===== src/rtl/lvg_sequencer.sv =====
// Instruction sequencer for the lvg matrix engine: decodes load/matmul opcodes
// and produces registered control strobes and row counters for the datapath.
module lvg_sequencer #(
    parameter int DIM        = 4,
    parameter int CNT_W      = 6,
    parameter int SYS_CYCLES = 11
) (
    input  logic             clk,
    input  logic             rst,
    input  logic             instr_valid,
    output logic             instr_ready,
    input  logic [15:0]      instr,
    output logic             load_l,
    output logic             load_r,
    output logic             srst,
    output logic [CNT_W-1:0] sys_count,
    output logic [CNT_W-1:0] dis_count,
    output logic [CNT_W-1:0] agg_count,
    output logic [CNT_W-1:0] agg_act_count,
    output logic             should_add,
    output logic             should_act,
    output logic             busy,
    output logic             done,
    output logic             err
);

    typedef enum logic [2:0] {IDLE, SRST, FEED, DISP, TAIL} state_t;

    localparam logic [CNT_W-1:0] SYS_LAST = CNT_W'(SYS_CYCLES);
    localparam logic [CNT_W-1:0] DIS_LAST = CNT_W'(DIM);
    localparam logic [CNT_W-1:0] ONE      = CNT_W'(1);

    state_t           r_state, w_state;
    logic             r_add, w_add, r_act, w_act, r_tail, w_tail;
    logic [CNT_W-1:0] r_dis_d1, w_dis_d1;
    logic             r_ready, w_ready, r_ll, w_ll, r_lr, w_lr, r_srst, w_srst;
    logic [CNT_W-1:0] r_sys, w_sys, r_dis, w_dis, r_agg, w_agg, r_agg_act, w_agg_act;
    logic             r_sadd, w_sadd, r_sact, w_sact, r_busy, w_busy;
    logic             r_done, w_done, r_err, w_err;
    logic             w_unused;

    assign w_unused = ^instr[15:10];

    always_comb begin
        w_state   = r_state;
        w_add     = r_add;
        w_act     = r_act;
        w_tail    = 1'b0;
        w_ll      = 1'b0;
        w_lr      = 1'b0;
        w_srst    = 1'b0;
        w_err     = 1'b0;
        w_done    = 1'b0;
        w_sys     = '0;
        w_dis     = '0;
        w_sadd    = 1'b0;
        w_sact    = 1'b0;
        // Aggregator rows trail the dispatcher by one (plain) or two (relu) cycles.
        w_dis_d1  = r_dis;
        w_agg     = r_act ? '0 : r_dis;
        w_agg_act = r_act ? r_dis_d1 : '0;
        case (r_state)
            IDLE: begin
                if (instr_valid) begin
                    case (instr[7:0])
                        8'd0: ;
                        8'd1: w_ll = 1'b1;
                        8'd2: w_lr = 1'b1;
                        8'd3: begin
                            w_state = SRST;
                            w_srst  = 1'b1;
                            w_add   = instr[8];
                            w_act   = instr[9];
                        end
                        default: w_err = 1'b1;
                    endcase
                end
            end
            SRST: begin
                w_state = FEED;
                w_sys   = ONE;
            end
            FEED: begin
                if (r_sys == SYS_LAST) begin
                    w_state = DISP;
                    w_dis   = ONE;
                    w_sadd  = r_add;
                    w_sact  = r_act;
                end else begin
                    w_sys = r_sys + ONE;
                end
            end
            DISP: begin
                if (r_dis == DIS_LAST) begin
                    w_state = TAIL;
                end else begin
                    w_dis  = r_dis + ONE;
                    w_sadd = r_add;
                    w_sact = r_act;
                end
            end
            TAIL: begin
                if (!r_act || r_tail) begin
                    w_state = IDLE;
                    w_done  = 1'b1;
                end else begin
                    w_tail = 1'b1;
                end
            end
            default: w_state = IDLE;
        endcase
        w_ready = (w_state == IDLE);
        w_busy  = (w_state != IDLE);
    end

    always_ff @(posedge clk or posedge rst) begin
        if (rst) begin
            r_state   <= IDLE;
            r_add     <= 1'b0;
            r_act     <= 1'b0;
            r_tail    <= 1'b0;
            r_dis_d1  <= '0;
            r_ready   <= 1'b1;
            r_ll      <= 1'b0;
            r_lr      <= 1'b0;
            r_srst    <= 1'b0;
            r_sys     <= '0;
            r_dis     <= '0;
            r_agg     <= '0;
            r_agg_act <= '0;
            r_sadd    <= 1'b0;
            r_sact    <= 1'b0;
            r_busy    <= 1'b0;
            r_done    <= 1'b0;
            r_err     <= 1'b0;
        end else begin
            r_state   <= w_state;
            r_add     <= w_add;
            r_act     <= w_act;
            r_tail    <= w_tail;
            r_dis_d1  <= w_dis_d1;
            r_ready   <= w_ready;
            r_ll      <= w_ll;
            r_lr      <= w_lr;
            r_srst    <= w_srst;
            r_sys     <= w_sys;
            r_dis     <= w_dis;
            r_agg     <= w_agg;
            r_agg_act <= w_agg_act;
            r_sadd    <= w_sadd;
            r_sact    <= w_sact;
            r_busy    <= w_busy;
            r_done    <= w_done;
            r_err     <= w_err;
        end
    end

    assign instr_ready   = r_ready;
    assign load_l        = r_ll;
    assign load_r        = r_lr;
    assign srst          = r_srst;
    assign sys_count     = r_sys;
    assign dis_count     = r_dis;
    assign agg_count     = r_agg;
    assign agg_act_count = r_agg_act;
    assign should_add    = r_sadd;
    assign should_act    = r_sact;
    assign busy          = r_busy;
    assign done          = r_done;
    assign err           = r_err;

endmodule


===== config.mk =====
export PLATFORM = sky130hd
export DESIGN_NAME = lvg_sequencer
export DESIGN_NICKNAME = d
export VERILOG_FILES = /design/src/rtl/lvg_sequencer.sv
export SDC_FILE = /design/constraint.sdc
export NUM_CORES = 1
export LEC_CHECK = 0
export BUFFER_PORTS_ARGS = -buffer_cell sky130_fd_sc_hd__buf_2
export CELL_PAD_IN_SITES_DETAIL_PLACEMENT = 1
export CELL_PAD_IN_SITES_GLOBAL_PLACEMENT = 1
export CORE_UTILIZATION = 36
export CTS_BUF_LIST = sky130_fd_sc_hd__clkbuf_16
export CTS_CLUSTER_SIZE = 12
export DETAILED_ROUTE_END_ITERATION = 7
export PLACE_DENSITY = 0.81
export SYNTH_ARGS = -nofsm -noshare
export SYNTH_HDL_FRONTEND = slang
export SYNTH_SLANG_ARGS = --single-unit

===== constraint.sdc =====
create_clock -name clk -period 1.4 [get_ports clk]
set_input_delay 0 -clock clk [delete_from_list [all_inputs] [get_ports clk]]
set_output_delay 0 -clock clk [all_outputs]
set_load 0.005 [all_outputs]

Word level (Yosys, flattened, before mapping)
Index checks and enable logic that the tools add are counted.
Widths: inputs -> output; s select.

storage, ports and cells
  bits of input ports = 19
  bits in registers = 45
  word-level logic and storage cells = 72

operators by class
  eq/ne operators = 9
  muxes and demuxes = 35
  add/sub/neg operators = 2
  reductions and logical operators = 8

operators by type and width
  operator             count
  $mux 6               4
  $pmux 6 s2           2
  $mux 1               21
  $eq 8x2->1 const B   2
  $mux 3               5
  $pmux 3 s5           1
  $add 6x1->6 const B  2
  $eq 8x1->1 const B   1
  $logic_not 8->1      1
  $eq 3x2->1 const B   2
  $eq 6x3->1 const B   1
  $eq 6x4->1 const B   1
  $logic_not 3->1      2
  $pmux 1 s2           2
  $reduce_or 4->1      1
  $eq 3x1->1 const B   1
  $eq 3x3->1 const B   1
  $reduce_and 3->1     1
  $reduce_bool 3->1    1
  $logic_not 1->1      1
  $logic_or 1x1->1     1

Longest topological paths before layout
  depth after elaboration = 5
  gate-level depth with buffers = 5

Worst setup path after synthesis
No wires, ideal clock.

  path kind = register -> register
  from = register r_state[0]
  to = register r_act
  setup time = 0.125 ns
  period minus slack after synthesis = 1.407 ns
  slack = -0.007 ns
  data arrival time = 1.282 ns
  stages on the path, launching flop included = 5
  required time = 1.275 ns
  cells stage by stage = dfrtp_1 buf_6 nor4b_4 nand4b_4 mux2_4

on the way
  word-level cells in the longest chain between the ends = 2

ends and longest elaborated chain
  item                        line  source
  start: declaration          33    state_t r_state, w_state;
  start signal: assignment    137   r_state <= w_state;
  $logic_not 3->1             62    case (r_state)
  $reduce_and 3->1 (no line)  -
  end signal: assignment      139   r_act <= w_act;
  end: declaration            34    logic r_add, w_add, r_act, w_act, r_tail, w_tail;

No other way between the ends.
A chain may end at the register's enable or synchronous reset.

Worst setup path after layout
  from = register r_state[2]
  to = register r_act

The elaborated chain is that of the path after synthesis.

==> impl_metrics.csv <==
group,metric,value,unit
layout,syn_to_final_growth,41.60,%
routing,routed_wl,3.997,mm
outcome,violations,"negative setup slack",
grt,grt.overflow.total,0,
synth,synthCells,138,
power_and_ir_drop,clkPwrFrac,0.476,
clock_tree,cts_tree,"built",
sta,max_slew_margin,0.6286,
grt,grt_pass1_wl,6.417,mm
power_and_ir_drop,leakage,1.308,nW
job,drv_cap,0,
sta,grt_setup_unrepaired,"true",
floorplan,dieArea,5249,um2
routing,vias_per_cell,4.577,
layout,final_cell_area,2530,um2
place,dpl_cell_area,2228,um2
worst_setup_path,cp-start-kind,"flip-flop",
routing,wl_per_cell,14.07,um
floorplan,fp.dieW,72.45,um
power_and_ir_drop,pwr-share-comb,0.047,
floorplan,pin_count,52,
place,dp_cells,267,
sta,slew_viol_final,0,
layout,drive_gt1_frac,0.4654,
outcome,status,"finished with violations",
power_and_ir_drop,ir_drop,0.6256,mV
routing,drtIter0Drc,59,
synth,synth-seq-cells,45,
sta,min_period,1428,ps
sta,worst_slack,-28.08,ps
clock_tree,cts_buffers,5,
grt,grt_max_degree,46,
routing,dr.pass1.iters,2,
clock_tree,clock-sinks,45,
routing,drcViolationCount,0,
synth,synthesis.nets,160,
power_and_ir_drop,power.internal,2.207,mW
routing,vias,1300,
sta,fin_crit_sh,1.020,
grt,grt_pass1_vias,1334,
clock_tree,htreeDepth,2,
synth,synth_area,1787,um2
power_and_ir_drop,seq_power_share,0.478,
grt,antenna_found_initial,0,
power_and_ir_drop,p_switching,0.5533,mW
clock_tree,clk_pin_slew,60,ps
grt,grt_use_total,0.1659,
min_path,hold_path_class,"input port to flip-flop",
sta,tightest_slew,557.1,ps
power_and_ir_drop,powerDensity,1091,nW/um2
sta,finalSetupViolCount,3,
synth,synthFlopType,"dfrtp_1",
worst_setup_path,critical_path_peak_fanout,5,
clock_tree,clockRootBuffer,"clkbuf_16",
synth,synthArstFlopShare,1.000,
synth,synth_seq_area_share,0.6310,
synth,avgSynthCellArea,12.95,um2
layout,instances_no_fill,284,
sta,setup_tns,-66.92,ps
place,place_hpwl,2.723,mm
place,port_buffers,45,
worst_setup_path,critPathKind,"flip-flop to flip-flop",
worst_setup_path,required,1570,ps
floorplan,num_rows,25,
sta,fin_skew,7.925,ps
synth,yosysUniqueCellTypes,37,
power_and_ir_drop,swShare,0.2004,
synth,synth_edf_count,0,
place,place_congestion,0.7583,
clock_tree,clk_latency,290,ps
routing,ant_nets,0,
synth,synth_warnings,0,
clock_tree,clock_tree.buffer_depth,2,
sta,max_freq,0.7002,GHz
floorplan,core,4755,um2
floorplan,initial_utilization,0.3758,
worst_setup_path,crit_arrival,1600,ps
layout,nets,238,
layout,antenna_cells,0,
worst_setup_path,cp-end-kind,"flip-flop",
place,pre_cts_ws,-60.75,ps
sta,final-hold-violation-count,0,
floorplan,die_h,72.45,um
-- placed cells by master (no fill, tap or decap), drive strengths merged, types with 2 or more instances in the layout --
cell type,n
nand2,5
or3,3
nand3,9
buf,69
a21oi,2
nor3b,4
and2,6
ha,3
clkbuf,5
inv,5
mux2,2
xor2,4
nor2,14
a21boi,5
clkinv,2
xnor2,2
nor2b,5
o21ai,4
dlygate4sd3,5
dfrtp,44
or2,2
-- cells in the mapped netlist (all sizes together) (2+ instances only) --
| cell type | n | area, um2 |
|---|---|---|
| dfrtp | 44 | 1101 |
| nor2 | 14 | 52.55 |
| nand3 | 9 | 45.04 |
| and2 | 6 | 37.54 |
| inv | 6 | 22.52 |
| a21boi | 5 | 45.04 |
| nand2 | 5 | 18.77 |
| nor2b | 5 | 31.28 |
| nor3b | 4 | 30.03 |
| o21ai | 4 | 20.02 |
| xor2 | 4 | 35.03 |
| ha | 3 | 37.54 |
| or3 | 3 | 20.02 |
| a21oi | 2 | 10.01 |
| clkbuf | 2 | 8.750 |
| mux2 | 2 | 30.03 |
| or2 | 2 | 12.51 |
| xnor2 | 2 | 17.52 |
-- registers in the layout (all words and copies together) (netlist names) --
name,flops
dis_count,6
done,1
busy,1
r_dis_d1,6
r_state,3
should_act,1
load_r,1
should_add,1
err,1
sys_count,6
agg_count,6
load_l,1
r_add,1
srst,1
instr_ready,1
agg_act_count,6
r_act,1
r_tail,1
-- critical path: stages (launching register included) --
cell      delay, ps
dfrtp_2         450
nor4b_4         360
nand4b_4        180
mux2_4          330
-- area by class of cell --
class / count / area [um2]
clock buffers: 5 / 125.1
repair buffers: 74 / 455.4
fillers: 530 / 2225
flip-flops and latches: 45 / 1129
clock inverters: 3 / 41.29
multi-input cells: 84 / 673.1
well taps: 67 / 83.83
inverters: 6 / 22.52
-- per-layer routing --
layer | track usage | part of all wire | wire length, um | vias to the layer above
met5 | 0 | 0 | 0 | -
met4 | 0.04575 | 0.012 | 49 | 0
met3 | 0.05139 | 0.050 | 200 | 4
met2 | 0.2939 | 0.54 | 2140 | 40
met1 | 0.1935 | 0.40 | 1607 | 639
li1 | - | - | - | 617
-- timing repair --
| item | CTS | global route |
|---|---|---|
| setup endpoints to repair | 14 | 12 |
| hold buffers | 5 | 0 |
| pin swaps | 2 | 4 |
| hold endpoints to repair | 49 | 0 |
| buffers inserted | 3 | 1 |
| resized for setup | 5 | 5 |
-- power by group through the flow --
stage | combinational, mW | sequential, mW | clock (mW)
after floorplan | 0.0542 | 1.34 | 0
after global placement | 0.109 | 1.34 | 0
after detailed placement | 0.113 | 1.34 | 0
after CTS | 0.129 | 1.32 | 1.35
after global routing | 0.143 | 1.32 | 1.39
final | 0.129 | 1.32 | 1.31
-- path summary, 6_finish.rpt --
path | from | to | slack [ps] | depth (start not counted)
max reg2reg | r_state[2]$_DFF_PP0_ | r_act$_DFFE_PP0P_ | -30 | 3
max | r_state[2]$_DFF_PP0_ | r_act$_DFFE_PP0P_ | -30 | 3
max in group asynchronous | rst | r_state[2]$_DFF_PP0_ | 590 | 4
min in group asynchronous | rst | r_state[0]$_DFF_PP0_ | 420 | 4
min reg2reg | r_dis_d1[0]$_DFF_PP0_ | agg_act_count[0]$_DFF_PP0_ | 460 | 1
min | instr[4] | srst$_DFF_PP0_ | 60 | 4
-- per-stage QoR --
step / hold slack, ps / util / power (mW)
2_1_floorplan: 69.82 / - / 1.398
3_3_place_gp: 157.9 / 0.4687 / 1.450
3_5_place_dp: 179.8 / 0.4687 / 1.454
4_1_cts: 70.58 / 0.5263 / 2.802
5_1_grt: 77.86 / 0.5321 / 2.851
6_report: 57.16 / 0.5321 / 2.761
-- logic make-up after synthesis --
group	after synthesis	share of synthesized area
flip-flops	45	0.6310
AO/OA/AOI/OAI	15	0.06793
multiplexers	2	0.01681
AND/OR/NAND/NOR	58	0.2101
buffers and inverters	9	0.02380
adder cells (fa/ha/maj)	3	0.02101
XOR/XNOR	6	0.02941
(Power assumes the default switching activity.)
